==> src/rtl/rf_arb_pkg.sv <==
// ---------------------------------------------------------------------------
// rf_arb_pkg
// Shared types and constants for the register-file write arbiter slice.
//   REG_AW        : register address width (32 architectural registers)
//   XLEN          : register data width
//   rf_wr_t       : one pending register-file write {addr, data}
//   drain_state_t : forced-drain FSM state encoding
//   is_nonzero_reg: true when an address names a real register (not x0)
// ---------------------------------------------------------------------------
package rf_arb_pkg;

  localparam int REG_AW = 5;
  localparam int XLEN   = 32;

  typedef struct packed {
    logic [REG_AW-1:0] addr;
    logic [XLEN-1:0]   data;
  } rf_wr_t;

  typedef enum logic [0:0] {
    DS_NORMAL = 1'b0,
    DS_FORCE  = 1'b1
  } drain_state_t;

  // x0 is hardwired to zero, so writes to it and hazards on it are void.
  function automatic logic is_nonzero_reg(input logic [REG_AW-1:0] a);
    return (a != '0);
  endfunction

endpackage

==> src/rtl/rf_wq_fifo.sv <==
// ---------------------------------------------------------------------------
// rf_wq_fifo
// DEPTH-entry FIFO of rf_wr_t entries holding MDU results that are waiting
// for a free register-file write slot.
// Ports:
//   clk, rst_n   : clock, asynchronous active-low reset (empties the FIFO)
//   push         : enqueue push_data (ignored when full)
//   push_data    : entry to enqueue
//   pop          : dequeue the head (ignored when empty)
//   pop_data     : current head entry (valid when !empty)
//   full, empty  : occupancy flags
//   count        : number of stored entries, 0..DEPTH
// ---------------------------------------------------------------------------
module rf_wq_fifo
  import rf_arb_pkg::*;
#(
  parameter int DEPTH = 2,
  localparam int CW   = $clog2(DEPTH + 1)
) (
  input  logic          clk,
  input  logic          rst_n,
  input  logic          push,
  input  rf_wr_t        push_data,
  input  logic          pop,
  output rf_wr_t        pop_data,
  output logic          full,
  output logic          empty,
  output logic [CW-1:0] count
);

  localparam int PW = (DEPTH > 1) ? $clog2(DEPTH) : 1;

  rf_wr_t        mem_q [DEPTH];
  rf_wr_t        mem_d [DEPTH];
  logic [PW-1:0] wr_ptr_q, wr_ptr_d;
  logic [PW-1:0] rd_ptr_q, rd_ptr_d;
  logic [CW-1:0] count_q, count_d;
  logic          push_ok, pop_ok;

  // Pointers wrap modulo DEPTH so non-power-of-two depths work.
  function automatic logic [PW-1:0] ptr_inc(input logic [PW-1:0] p);
    return (p == PW'(DEPTH - 1)) ? '0 : p + 1'b1;
  endfunction

  assign full     = (count_q == CW'(DEPTH));
  assign empty    = (count_q == '0);
  assign count    = count_q;
  assign pop_data = mem_q[rd_ptr_q];
  assign push_ok  = push && !full;
  assign pop_ok   = pop && !empty;

  always_comb begin
    mem_d    = mem_q;
    wr_ptr_d = wr_ptr_q;
    rd_ptr_d = rd_ptr_q;
    count_d  = count_q;
    if (push_ok) begin
      mem_d[wr_ptr_q] = push_data;
      wr_ptr_d        = ptr_inc(wr_ptr_q);
    end
    if (pop_ok) begin
      rd_ptr_d = ptr_inc(rd_ptr_q);
    end
    if (push_ok && !pop_ok) begin
      count_d = count_q + 1'b1;
    end else if (!push_ok && pop_ok) begin
      count_d = count_q - 1'b1;
    end
  end

  always_ff @(posedge clk or negedge rst_n) begin
    if (!rst_n) begin
      for (int i = 0; i < DEPTH; i++) begin
        mem_q[i] <= '0;
      end
      wr_ptr_q <= '0;
      rd_ptr_q <= '0;
      count_q  <= '0;
    end else begin
      mem_q    <= mem_d;
      wr_ptr_q <= wr_ptr_d;
      rd_ptr_q <= rd_ptr_d;
      count_q  <= count_d;
    end
  end

endmodule

==> src/rtl/rf_write_arbiter.sv <==
// ---------------------------------------------------------------------------
// rf_write_arbiter
// Shares the single register-file write port between pipeline writeback and
// the multiply/divide unit. MDU results are queued and drained into idle
// writeback slots; a forced-drain FSM freezes the pipeline when the queue
// head has been starved for too long. A 32-bit scoreboard of outstanding MDU
// destinations drives the decode-stage hazard stall.
// Ports:
//   clk, rst_n                      : clock, async active-low reset
//   wb_we, wb_addr, wb_data         : writeback write request
//   mdu_issue, mdu_issue_addr       : MDU op leaves ID with destination rd
//   mdu_valid, mdu_addr, mdu_data   : MDU result offer
//   mdu_ready                       : result queue can accept
//   rf_we, rf_addr, rf_data         : register-file write port
//   rs1_id, rs2_id, rd_id           : decode-stage register addresses
//   sb_hazard                       : decode must stall (RAW/WAW on MDU dest)
//   stall_req                       : forced-drain pipeline freeze request
// ---------------------------------------------------------------------------
module rf_write_arbiter
  import rf_arb_pkg::*;
#(
  parameter int DEPTH      = 2,
  parameter int STARVE_MAX = 4
) (
  input  logic              clk,
  input  logic              rst_n,
  input  logic              wb_we,
  input  logic [REG_AW-1:0] wb_addr,
  input  logic [XLEN-1:0]   wb_data,
  input  logic              mdu_issue,
  input  logic [REG_AW-1:0] mdu_issue_addr,
  input  logic              mdu_valid,
  input  logic [REG_AW-1:0] mdu_addr,
  input  logic [XLEN-1:0]   mdu_data,
  output logic              mdu_ready,
  output logic              rf_we,
  output logic [REG_AW-1:0] rf_addr,
  output logic [XLEN-1:0]   rf_data,
  input  logic [REG_AW-1:0] rs1_id,
  input  logic [REG_AW-1:0] rs2_id,
  input  logic [REG_AW-1:0] rd_id,
  output logic              sb_hazard,
  output logic              stall_req
);

  localparam int CW = $clog2(DEPTH + 1);
  localparam int SW = $clog2(STARVE_MAX + 1);

  rf_wr_t        push_entry;
  rf_wr_t        head;
  logic          q_full, q_empty;
  logic [CW-1:0] q_count;
  logic          q_pop;
  logic          mdu_accept, mdu_push;
  logic          wb_req;
  logic          head_wins, wb_wins;

  drain_state_t  state_q, state_d;
  logic [SW-1:0] starve_q, starve_d;
  logic [31:0]   sb_q, sb_d;

  // MDU handshake: a result transfers on mdu_valid && mdu_ready. mdu_ready
  // depends only on the registered occupancy, never on a same-cycle pop, so
  // a full queue refuses the offer even while its head is being written.
  assign mdu_ready  = (q_count != CW'(DEPTH));
  assign mdu_accept = mdu_valid && mdu_ready;
  // Results for x0 complete the handshake but are dropped here.
  assign mdu_push   = mdu_accept && is_nonzero_reg(mdu_addr);

  assign push_entry.addr = mdu_addr;
  assign push_entry.data = mdu_data;

  rf_wq_fifo #(
    .DEPTH(DEPTH)
  ) u_fifo (
    .clk      (clk),
    .rst_n    (rst_n),
    .push     (mdu_push && !q_full),
    .push_data(push_entry),
    .pop      (q_pop),
    .pop_data (head),
    .full     (q_full),
    .empty    (q_empty),
    .count    (q_count)
  );

  assign stall_req = (state_q == DS_FORCE);
  // A WB write to x0 does not need the port, so it never blocks the queue.
  assign wb_req    = wb_we && is_nonzero_reg(wb_addr);

  // Port arbitration. During a forced drain the pipeline is frozen, so the
  // WB request is ignored and will be presented again next cycle.
  always_comb begin
    head_wins = 1'b0;
    wb_wins   = 1'b0;
    if (stall_req) begin
      head_wins = !q_empty;
    end else if (wb_req) begin
      wb_wins = 1'b1;
    end else begin
      head_wins = !q_empty;
    end
  end

  assign q_pop   = head_wins;
  assign rf_we   = head_wins || wb_wins;
  assign rf_addr = head_wins ? head.addr : wb_addr;
  assign rf_data = head_wins ? head.data : wb_data;

  // Forced-drain FSM. The starve counter tracks consecutive cycles in which
  // a waiting head lost the port to WB; one more loss at STARVE_MAX-1 forces
  // exactly one drain cycle.
  always_comb begin
    state_d  = state_q;
    starve_d = starve_q;
    case (state_q)
      DS_NORMAL: begin
        if (q_empty || q_pop) begin
          starve_d = '0;
        end else if (wb_wins) begin
          if (starve_q == SW'(STARVE_MAX - 1)) begin
            state_d  = DS_FORCE;
            starve_d = '0;
          end else begin
            starve_d = starve_q + 1'b1;
          end
        end
      end
      DS_FORCE: begin
        starve_d = '0;
        if (q_pop) begin
          state_d = DS_NORMAL;
        end
      end
      default: begin
        state_d  = DS_NORMAL;
        starve_d = '0;
      end
    endcase
  end

  // Scoreboard: the issue-side set is applied after the writeback-side
  // clear so a re-issue to the same register keeps the bit pending.
  always_comb begin
    sb_d = sb_q;
    if (q_pop && is_nonzero_reg(head.addr)) begin
      sb_d[head.addr] = 1'b0;
    end
    if (mdu_issue && is_nonzero_reg(mdu_issue_addr)) begin
      sb_d[mdu_issue_addr] = 1'b1;
    end
    sb_d[0] = 1'b0;
  end

  // The rd_id term blocks WAW so WB and a queued result never target the
  // same register, which keeps the arbitration order free of write ordering.
  assign sb_hazard = (is_nonzero_reg(rs1_id) && sb_q[rs1_id]) ||
                     (is_nonzero_reg(rs2_id) && sb_q[rs2_id]) ||
                     (is_nonzero_reg(rd_id)  && sb_q[rd_id]);

  always_ff @(posedge clk or negedge rst_n) begin
    if (!rst_n) begin
      state_q  <= DS_NORMAL;
      starve_q <= '0;
      sb_q     <= '0;
    end else begin
      state_q  <= state_d;
      starve_q <= starve_d;
      sb_q     <= sb_d;
    end
  end

endmodule

==> config.mk <==
export PLATFORM = sky130hd
export DESIGN_NAME = rf_write_arbiter
export DESIGN_NICKNAME = d
export VERILOG_FILES = /design/src/rtl/rf_arb_pkg.sv /design/src/rtl/rf_wq_fifo.sv /design/src/rtl/rf_write_arbiter.sv
export SDC_FILE = /design/constraint.sdc
export NUM_CORES = 1
export LEC_CHECK = 0
export ABC_AREA = 1
export BUFFER_PORTS_ARGS = -buffer_cell sky130_fd_sc_hd__buf_4
export CORE_UTILIZATION = 31
export CTS_CLUSTER_DIAMETER = 100
export DETAILED_ROUTE_END_ITERATION = 6
export MAX_ROUTING_LAYER = met4
export PLACE_DENSITY_LB_ADDON = 0.1
export SYNTH_ARGS = -nofsm -noshare
export SYNTH_HDL_FRONTEND = slang
export SYNTH_SLANG_ARGS = --single-unit
export TNS_END_PERCENT = 1
==> constraint.sdc <==
create_clock -name clk -period 1.91 [get_ports clk]
set_clock_uncertainty 0.1 [all_clocks]
set_input_delay 0.191 -clock clk [delete_from_list [all_inputs] [get_ports clk]]
set_output_delay 0.191 -clock clk [all_outputs]
set_load 0.005 [all_outputs]
==> flow_summary.ini <==
[outcome]
status = complete, but fails checks
violations = setup timing

[finish]
fin_nets = 1199
final_layout_size_suffix_gt1_share_pct = 29.1
syn_to_final_growth_pct = 52.5
final_util_pct = 48.2
n_antenna_cell = 0

[routing]
drt_iter0_markers = 276
postRouteAntennaNets = 0
vias_per_cell = 4.73
wl_mm = 20.7
drcViolationCount = 0
firstDrtPassIters = 5
post_drt_wl_per_cell_um = 15.0
vias = 6537

[worst_setup_path]
critPathArrivalTime_ns = 1.77
cpMostUsedCell = buf_12
crit_type = flip-flop to primary output
path_cells = nor2_2 > inv_2 > nand2_4 > inv_8 > buf_12 > buf_12 > nor2_4 > a31oi_4 > buf_4
worst-r2r-setup-slack_ns = 0.17
cp_slowest_stage_delay_ns = 0.40
timing.critical_path.to_type = primary output
crit_fanout = 10
start_kind = flip-flop
cp.required_ns = 1.62
crit_slowest_cell = dfrtp_1

[power]
p_sw_mw = 5.81
combPwrFrac_pct = 47.9
ir_drop_mv = 0.776
p_clk_share_pct = 22.9
p_per_area_mw_per_mm2 = 1500
p_leak_nw = 4.63
p_int_mw = 8.86
switching_share_pct = 39.6
p_seq_share_pct = 29.2
power_mw = 14.7

[clock_network]
clockBufferDepth = 2
cts_buffers = 17
cts-htree-levels = 4
root_buffer = clkbuf_16
cts_tree = done
clock-sinks = 113
clkTransAtPathRegs_ns = 0.06
clk_latency_ns = 0.42

[floorplanning]
ioPinCount = 140
initial_core_util_pct = 31.6
core_mm2 = 0.0203
fp-row-count = 52
dieArea_mm2 = 0.0213
die_h_um = 146
fp.dieW_um = 146

[global_route]
grt_pass1_vias = 6635
grt_max_degree = 55
antenna_found_initial = 0
grt_pass1_wl_mm = 34.1
grt-ovfl-total = 0
grtUsageTotal_pct = 20.9

[hold_path]
hp-class = input pin to flip-flop

[logic_synthesis]
synth.distinct_cells = 32
netlist_top_cells_area = dfrtp_1 (44%), nand2_1 (17%), o21ai_0 (7.8%)
avgSynthCellArea_um2 = 7.21
yosysTopAreaCell = dfrtp_1
synth_edf_count = 0
ys_seq_area_share_pct = 44.0
synth_compound_gate_area_share_pct = 17.1
synth-xor-area-share_pct = 0.409
yosys-mux-area-fraction_pct = 0
synth-adder-area-share_pct = 0.390
synth_top_family_by_area = simple AND/OR/NAND/NOR gates
ys_warn_count = 0
synth-seq-cells = 113
synth_ff_type = dfrtp_1
synth.most_common_cell = nand2_1
synthSimpleGateAreaFrac_pct = 28.1
syn_inst = 890
synthTopCellsByCount = nand2_1 (283), dfrtp_1 (113), o21ai_0 (100)
synth_top_area_share_pct = 44.0
syn_area_mm2 = 0.00642
synth_async_sr_flop_share_pct = 100
synth_nets = 991

[sta]
rsz0062_at_grt = yes
slew_viol_final = 0
hold_violations = 0
fmax_ghz = 0.485
max-slew-margin-rel_pct = 73.4
fin_crit_sh_pct = 108
worstMarginPinSlew_ns = 0.396
hold_ws_ns = 0.0167
layout_setup_ws_ns = -0.153
finalCriticalPeriod_ns = 2.06
setup_viol = 37

[place]
gp_congestion = 0.866
place_hpwl_mm = 14.4
port_buffers = 139

[job]
cap_violations = 0
stage by stage:
stage / setup WS, ns / setup TNS [ns] / instances / cell area (µm²)
after floorplan: 0.173 / 0 / 890 / 6420
after global placement: 0.137 / 0 / 1287 / 7860
after detailed placement: 0.120 / 0 / 1287 / 7860
after CTS: -0.132 / -4.02 / 1378 / 9610
after global routing: -0.248 / -7.97 / 1381 / 9790
final: -0.153 / -4.27 / 1381 / 9790
power by group through the flow:
stage	clock (mW)	sequential [mW]	combinational (mW)
3_3_place_gp	0	4.29	5.54
5_1_grt	3.54	4.46	7.81
4_1_cts	3.42	4.28	6.79
6_report	3.36	4.29	7.03
2_1_floorplan	0	4.04	3.61
3_5_place_dp	0	4.28	5.57
sequential cells by signal, summed over array words and instances, names as in the netlist:
register         flops
stall_req            1
u_fifo.rd_ptr_q      1
sb_q                31
starve_q             3
u_fifo.wr_ptr_q      1
u_fifo.mem_q        74
u_fifo.count         2
critical path: cells and delay by family, from the launching register on:
kind,cells,cell delay [ns]
and+or+nand+nor,3,0.36
buffers and inverters,5,0.53
AOI/OAI and AO/OA,1,0.04
DFF,1,0.40
worst paths after layout:
| path | to | start | cells past startpoint |
|---|---|---|---|
| max in group asynchronous | u_fifo.mem_q[70]$_DFFE_PN0P_ | rst_n | 3 |
| worst max-delay path | rf_data[10] | u_fifo.count[1]$_DFFE_PN0P_ | 9 |
| min in group asynchronous | sb_q[15]$_DFF_PN0_ | rst_n | 2 |
| worst min-delay path | sb_q[4]$_DFF_PN0_ | mdu_issue_addr[4] | 4 |
| worst max register to register | u_fifo.count[1]$_DFFE_PN0P_ | u_fifo.count[1]$_DFFE_PN0P_ | 8 |
| worst min register to register | starve_q[0]$_DFFE_PN0P_ | starve_q[0]$_DFFE_PN0P_ | 1 |
repair_timing:
| action | in CTS | in global routing |
|---|---|---|
| hold buffers | 45 | 0 |
| resized for setup | 88 | 31 |
| setup endpoints to repair | 38 | 57 |
| gates cloned | 5 | 2 |
| pin swaps | 14 | 4 |
| setup buffers | 9 | 1 |
| endpoints found under the hold margin | 189 | 0 |
final cells by class:
cell class	count	area, µm²
Clock buffer	19	443
Sequential cell	113	2830
Inverter	104	403
Tap cell	270	338
Fill cell	2049	10500
Multi-Input combinational cell	632	3470
Clock inverter	13	185
Timing Repair Buffer	230	2120
cell usage in the layout, fill, tap and decap left out, types with 2 or more instances in the layout:
master         synthesis  routed
dlygate4sd3_1          0      45
xnor2_1                2       2
o21ai_2               19      18
clkinvlp_4             0       5
nor2_1                57      25
clkbuf_16              0      18
clkinv_2               0       2
or2_1                  6       4
bufinv_16              0       4
inv_4                  1       2
o211ai_1               6       6
nand4_1                2       2
inv_2                  5      11
o21ai_0              100      99
or2_4                  0       2
nand2_2                3       5
a31oi_2                0       6
dfrtp_1              113     113
nand3_1               68      65
nand2_1              283     280
nor2_4                 3      24
a31oi_1               34      12
buf_12                 0      10
nand3_2                2       4
a31oi_4                0      16
o21ai_4                1       2
a21oi_1                4       4
buf_6                  7       8
nor2_2                 0      11
buf_16                 0       5
buf_4                  4     160
inv_1                 98      90
o21ai_1               25      26
nor3_1                10       9
ha_1                   2       2
routing by layer:
| layer | wire length, µm | GRT usage [%] | up-vias |
|---|---|---|---|
| li1 | - | - | 3296 |
| met1 | 9530 | 26.3 | 3038 |
| met2 | 9970 | 34.2 | 173 |
| met3 | 816 | 3.29 | 30 |
| met4 | 354 | 6.63 | 0 |
| met5 | 0 | - | - |
cell families (layout without fill, tap and decap cells):
family / after synthesis / count (layout)
simple gates: 436 / 436
flops: 113 / 113
compound gates: 191 / 191
xor+xnor: 3 / 3
buf+inv: 145 / 366
fa+ha+maj: 2 / 2
Note: power is estimated with default switching activity, not from simulation.
